**config.mk**
```make
export PLATFORM = sky130hd
export DESIGN_NAME = dual_priority_grant_decoder
export DESIGN_NICKNAME = d
export VERILOG_FILES = /design/src/rtl/dual_priority_grant_decoder.sv
export SDC_FILE = /design/constraint.sdc
export NUM_CORES = 1
export LEC_CHECK = 0
export BUFFER_PORTS_ARGS = -buffer_cell sky130_fd_sc_hd__buf_4
export CAP_MARGIN = 5
export CORE_ASPECT_RATIO = 2
export CORE_UTILIZATION = 50
export CTS_CLUSTER_DIAMETER = 60
export CTS_CLUSTER_SIZE = 20
export DETAILED_ROUTE_END_ITERATION = 8
export GPL_TIMING_DRIVEN = 0
export PLACE_DENSITY = 0.83
export SLEW_MARGIN = 10
export SYNTH_ARGS = -nofsm -noshare
export SYNTH_HDL_FRONTEND = slang
export SYNTH_SLANG_ARGS = --single-unit
export TNS_END_PERCENT = 50
```
**constraint.sdc**
```tcl
create_clock -name clk -period 5.4 [get_ports clk]
set_input_delay 1.62 -clock clk [delete_from_list [all_inputs] [get_ports clk]]
set_output_delay 1.62 -clock clk [all_outputs]
set_load 0.005 [all_outputs]
```
**src/rtl/dual_priority_grant_decoder.sv**
```systemverilog
// dual_priority_grant_decoder
//
// Return path of the 15-bit dual-priority encoder. Takes a {first, second} index pair
// (1..15, 0 = none) through a valid/ready handshake and turns each index back into a
// one-hot grant. It serves the two winners in order. Each grant is held for at most
// HOLD_CYCLES cycles, or less if the grantee releases early. One idle gap cycle separates
// the two grants.
//
// Ports:
//   clk          system clock, rising edge
//   rst_n        asynchronous active-low reset
//   in_valid     index pair valid
//   in_ready     block can accept a pair (high only in idle)
//   first        highest-priority index, 0 = none
//   second       second-priority index, 0 = none
//   release_req  current grantee releases early (ignored outside grant states)
//   grant        one-hot grant, bit i = requester i, zero when idle
//   busy         a grant sequence is in progress
//   done         one-cycle pulse as the sequence completes
//   err          one-cycle pulse after an illegal pair is accepted
module dual_priority_grant_decoder #(
  parameter int unsigned HOLD_CYCLES = 4
) (
  input  logic        clk,
  input  logic        rst_n,
  input  logic        in_valid,
  output logic        in_ready,
  input  logic [3:0]  first,
  input  logic [3:0]  second,
  input  logic        release_req,
  output logic [15:1] grant,
  output logic        busy,
  output logic        done,
  output logic        err
);

  localparam int unsigned CntW = $clog2(HOLD_CYCLES + 1);
  localparam logic [CntW-1:0] HoldMax = CntW'(HOLD_CYCLES);
  localparam logic [CntW-1:0] CntOne  = CntW'(1);

  typedef enum logic [2:0] {
    StIdle,
    StGrant1,
    StGap,
    StGrant2,
    StDone
  } state_e;

  state_e          state_q, state_d;
  logic [CntW-1:0] cnt_q, cnt_d;
  logic [3:0]      first_q, first_d;
  logic [3:0]      second_q, second_d;
  logic [15:1]     grant_q, grant_d;
  logic            busy_q, busy_d;
  logic            done_q, done_d;
  logic            err_q, err_d;

  logic accept;
  logic illegal;
  logic hold_end;

  // Index 0 decodes to all zeros, so an empty slot can never assert a grant line.
  function automatic logic [15:1] decode(input logic [3:0] idx);
    logic [15:1] oh;
    oh = '0;
    for (int i = 1; i <= 15; i++) begin
      oh[i] = (idx == 4'(i));
    end
    return oh;
  endfunction

  assign in_ready = (state_q == StIdle);
  assign accept   = in_valid && in_ready;
  // A second winner has to rank strictly below a real first winner.
  assign illegal  = (second != 4'd0) && ((first == 4'd0) || (second >= first));
  // When release_req and the hold limit happen in the same cycle, the grant exits once.
  assign hold_end = (cnt_q == HoldMax) || release_req;

  always_comb begin
    state_d  = state_q;
    cnt_d    = cnt_q;
    first_d  = first_q;
    second_d = second_q;
    err_d    = 1'b0;

    unique case (state_q)
      StIdle: begin
        if (accept) begin
          first_d  = first;
          second_d = illegal ? 4'd0 : second;
          err_d    = illegal;
          cnt_d    = CntOne;
          state_d  = (first != 4'd0) ? StGrant1 : StDone;
        end
      end
      StGrant1: begin
        if (hold_end) begin
          state_d = (second_q != 4'd0) ? StGap : StDone;
        end else begin
          cnt_d = cnt_q + CntOne;
        end
      end
      StGap: begin
        cnt_d   = CntOne;
        state_d = StGrant2;
      end
      StGrant2: begin
        if (hold_end) begin
          state_d = StDone;
        end else begin
          cnt_d = cnt_q + CntOne;
        end
      end
      StDone: begin
        state_d = StIdle;
      end
      default: begin
        state_d = StIdle;
      end
    endcase
  end

  // These outputs are decoded from the next state, so the registered outputs line up
  // with the state they describe.
  always_comb begin
    grant_d = '0;
    case (state_d)
      StGrant1: grant_d = decode(first_d);
      StGrant2: grant_d = decode(second_d);
      default:  grant_d = '0;
    endcase
    busy_d = (state_d != StIdle);
    done_d = (state_d == StDone);
  end

  always_ff @(posedge clk or negedge rst_n) begin
    if (!rst_n) begin
      state_q  <= StIdle;
      cnt_q    <= '0;
      first_q  <= 4'd0;
      second_q <= 4'd0;
      grant_q  <= '0;
      busy_q   <= 1'b0;
      done_q   <= 1'b0;
      err_q    <= 1'b0;
    end else begin
      state_q  <= state_d;
      cnt_q    <= cnt_d;
      first_q  <= first_d;
      second_q <= second_d;
      grant_q  <= grant_d;
      busy_q   <= busy_d;
      done_q   <= done_d;
      err_q    <= err_d;
    end
  end

  assign grant = grant_q;
  assign busy  = busy_q;
  assign done  = done_q;
  assign err   = err_q;

  grant_onehot0_a: assert property (@(posedge clk) disable iff (!rst_n) $onehot0(grant_q));
  ready_idle_a: assert property (@(posedge clk) disable iff (!rst_n) in_ready |-> !busy_q);

endmodule

```
==> flow_metrics.tcl <==
set metrics [dict create \
    synthToLayoutAreaGrowth_pct 22.69 \
    synth-edff-count 0 \
    ff2ff_setup_slack_ps 3130 \
    ys_seq_area_share_pct 50.96 \
    wl_per_cell_um 15.24 \
    finalCritPeriodShare_pct 57.11 \
    worst-setup-path-type "primary input to register" \
    fin_setup_tns_ps 0 \
    dieArea_mm2 0.003385 \
    maxCapViolations 0 \
    setup_slack_ps 2316 \
    synth-seq-cells 32 \
    max-slew-margin-rel_pct 47.31 \
    cp.arrival_ps 3290 \
    drive_gt1_share_pct 24.62 \
    dr_wl_met2_um 1924 \
    syn-cell-area_mm2 0.001572 \
    via_per_inst 5.849 \
    dr.pass1.iters 4 \
    design_area_mm2 0.001928 \
    holdBufCountCts 0 \
    worst_pin_slew_ps 785.7 \
    worstReg2RegStart "cnt_q[0]" \
    grt_max_degree 33 \
    synth_area_leaders "dfrtp_1, ha_1, nor2_1, inv_1, nand2_1" \
    boundaryPins 31 \
    crit_fanout 6 \
    gr-total-overflow 0 \
    fp.coreArea_mm2 0.002978 \
    syn_nets 175 \
    io_buffer_count 30 \
    maxUsedRoutingLayer "met4" \
    grt_pass1_vias 1293 \
    cts_resized 0 \
    syn_inst 157 \
    yosysTopAreaCellShare_pct 50.96 \
    post-cts-setup-buffers 0 \
    setup_viol 0 \
    pre_cts_ws_ps 2040 \
    gp_congestion 0.8853 \
    nNetsFinal 212 \
    dp_hpwl_um 2671 \
    cts-root-buf "clkbuf_8" \
    ys_warn_count 0 \
    drc_errors 0 \
    ant_nets 0 \
    dr_wl_met3_um 159 \
    drt-met1-wl_um 1239 \
    start_util_pct 52.77 \
    die_h_um 81.29 \
    grt_pass1_wl_um 5616 \
    clock_path_buffers 2 \
    cts_tree "done" \
    numClockSinks 32 \
    dpl_cell_area_mm2 0.001834 \
    startpoint_type "primary input" \
    synth.most_common_cell "dfrtp_1" \
    power.density_mw_per_mm2 525.1 \
    hp-start "first_q[2]" \
    holdWs_ps 545.3 \
    cts_buffers 5 \
    synth_cell_types 39 \
    worstPathRequired_ps 5610 \
    synth_top_cell_by_area "dfrtp_1" \
    finalHoldViolations 0 \
    num_vias 1316 \
    clk_pin_slew_worst_paths_ps 70 \
    rsz0062_at_grt "no" \
    yosys-top-cells-count "dfrtp_1, nor2_1, inv_1, nand2_1, a21oi_1" \
    die_w_um 41.64 \
    cts.htree.levels 2 \
    avgSynthCellArea_um2 10.01 \
    fp-row-count 28 \
    outcome "completed" \
    critPathLaunch "in_valid" \
    postSynth.asyncResetShare_pct 100.0 \
    diodes 0 \
    ir_drop_uv 322.3 \
    drt_iter0_markers 30 \
    period_needed_ps 3084 \
    grt_util_all_layers_pct 22.29 \
    worst_setup_path_end_kind "register" \
    synth-main-ff-cell "dfrtp_1" \
    p_total_w 0.001012 \
    power_leakage_nw 0.9727 \
    fmaxAchievable_mhz 324.3 \
    slew_violations 0 \
    wl_um 3428 \
    antenna_found_initial 0 \
    hold_class "register to register" \
    fin_skew_ps 7.754 \
    clk_latency_ps 290 \
]
[state kept, by name (all words and copies together) (netlist names)]
name	count
cnt_q	3
grant	15
err	1
second_q	4
done	1
state_q	3
busy	1
first_q	4
[placed cells by master, fill, tap and decap left out, drive strengths merged]
| cell | instances |
|---|---|
| clkinvlp | 1 |
| nand2 | 14 |
| a211o | 1 |
| o32ai | 3 |
| a32oi | 1 |
| or4 | 1 |
| o21ai | 10 |
| mux2i | 4 |
| o31ai | 1 |
| nand2b | 2 |
| o2bb2ai | 2 |
| o211ai | 1 |
| or4b | 1 |
| a22oi | 1 |
| o22ai | 1 |
| a211oi | 1 |
| and3 | 2 |
| a31oi | 3 |
| nor3 | 8 |
| a22o | 4 |
| a21oi | 10 |
| or2 | 1 |
| ha | 6 |
| nor4 | 2 |
| nor2 | 20 |
| nand3 | 1 |
| a21o | 2 |
| nor4b | 1 |
| o32a | 1 |
| clkbuf | 9 |
| dfrtp | 32 |
| a31o | 1 |
| buf | 32 |
| inv | 15 |
[worst max-delay path: stages]
cell and delay [ps]:
buf_4 90, or4b_1 460, buf_6 160, nor3_1 540
a31oi_1 220, o2bb2ai_1 200
[area by class of cell]
| cell class | instances | area (um^2) |
|---|---|---|
| Timing Repair Buffer | 30 | 225.2 |
| Tap cell | 30 | 37.54 |
| Inverter | 15 | 56.30 |
| Multi-Input combinational cell | 106 | 680.7 |
| Buffer | 4 | 33.78 |
| Clock inverter | 1 | 7.507 |
| Sequential cell | 32 | 800.8 |
| Fill cell | 256 | 1050 |
| Clock buffer | 7 | 86.33 |
[kinds of logic (layout without fill, tap and decap cells)]
group | after synthesis | count (layout) | share of synthesized area (%)
adders and majority gates | 6 | 6 | 4.777
buffers and inverters | 19 | 57 | 5.732
AOI/OAI and AO/OA | 43 | 43 | 18.55
muxes | 4 | 4 | 4.140
DFF | 32 | 32 | 50.96
and+or+nand+nor | 53 | 53 | 15.84
[per-stage QoR]
step                      std cells  util [%]
after global routing            225     64.75
final                           225     64.75
after CTS                       225     64.75
after global placement          217     61.60
after floorplan                 157         -
after detailed placement        217     61.60
[routing by layer]
metal / track usage (%) / up-vias
met1: 21.77 / 621
met5: 0 / -
li1: - / 636
met4: 12.26 / 0
met3: 5.333 / 8
met2: 41.72 / 51
[worst paths after layout]
kind                              end  cells past startpoint
max                          grant[1]                      6
min                        first_q[2]                      2
max reg2reg                 grant[12]                      7
min reg2reg                first_q[2]                      2
max in group asynchronous   grant[15]                      1
min in group asynchronous  state_q[0]                      1
[report_power, final]
group	internal [W]	switching [W]	total, W	leakage [nW]
Combinational	0.000191	0.000259	0.000451	0.508
Clock	0.000103	0.0000890	0.000192	0.0445
Sequential	0.000319	0.0000510	0.000370	0.421
Total	0.000613	0.000399	0.00101	0.973
Power figures use the tool's default switching activity.
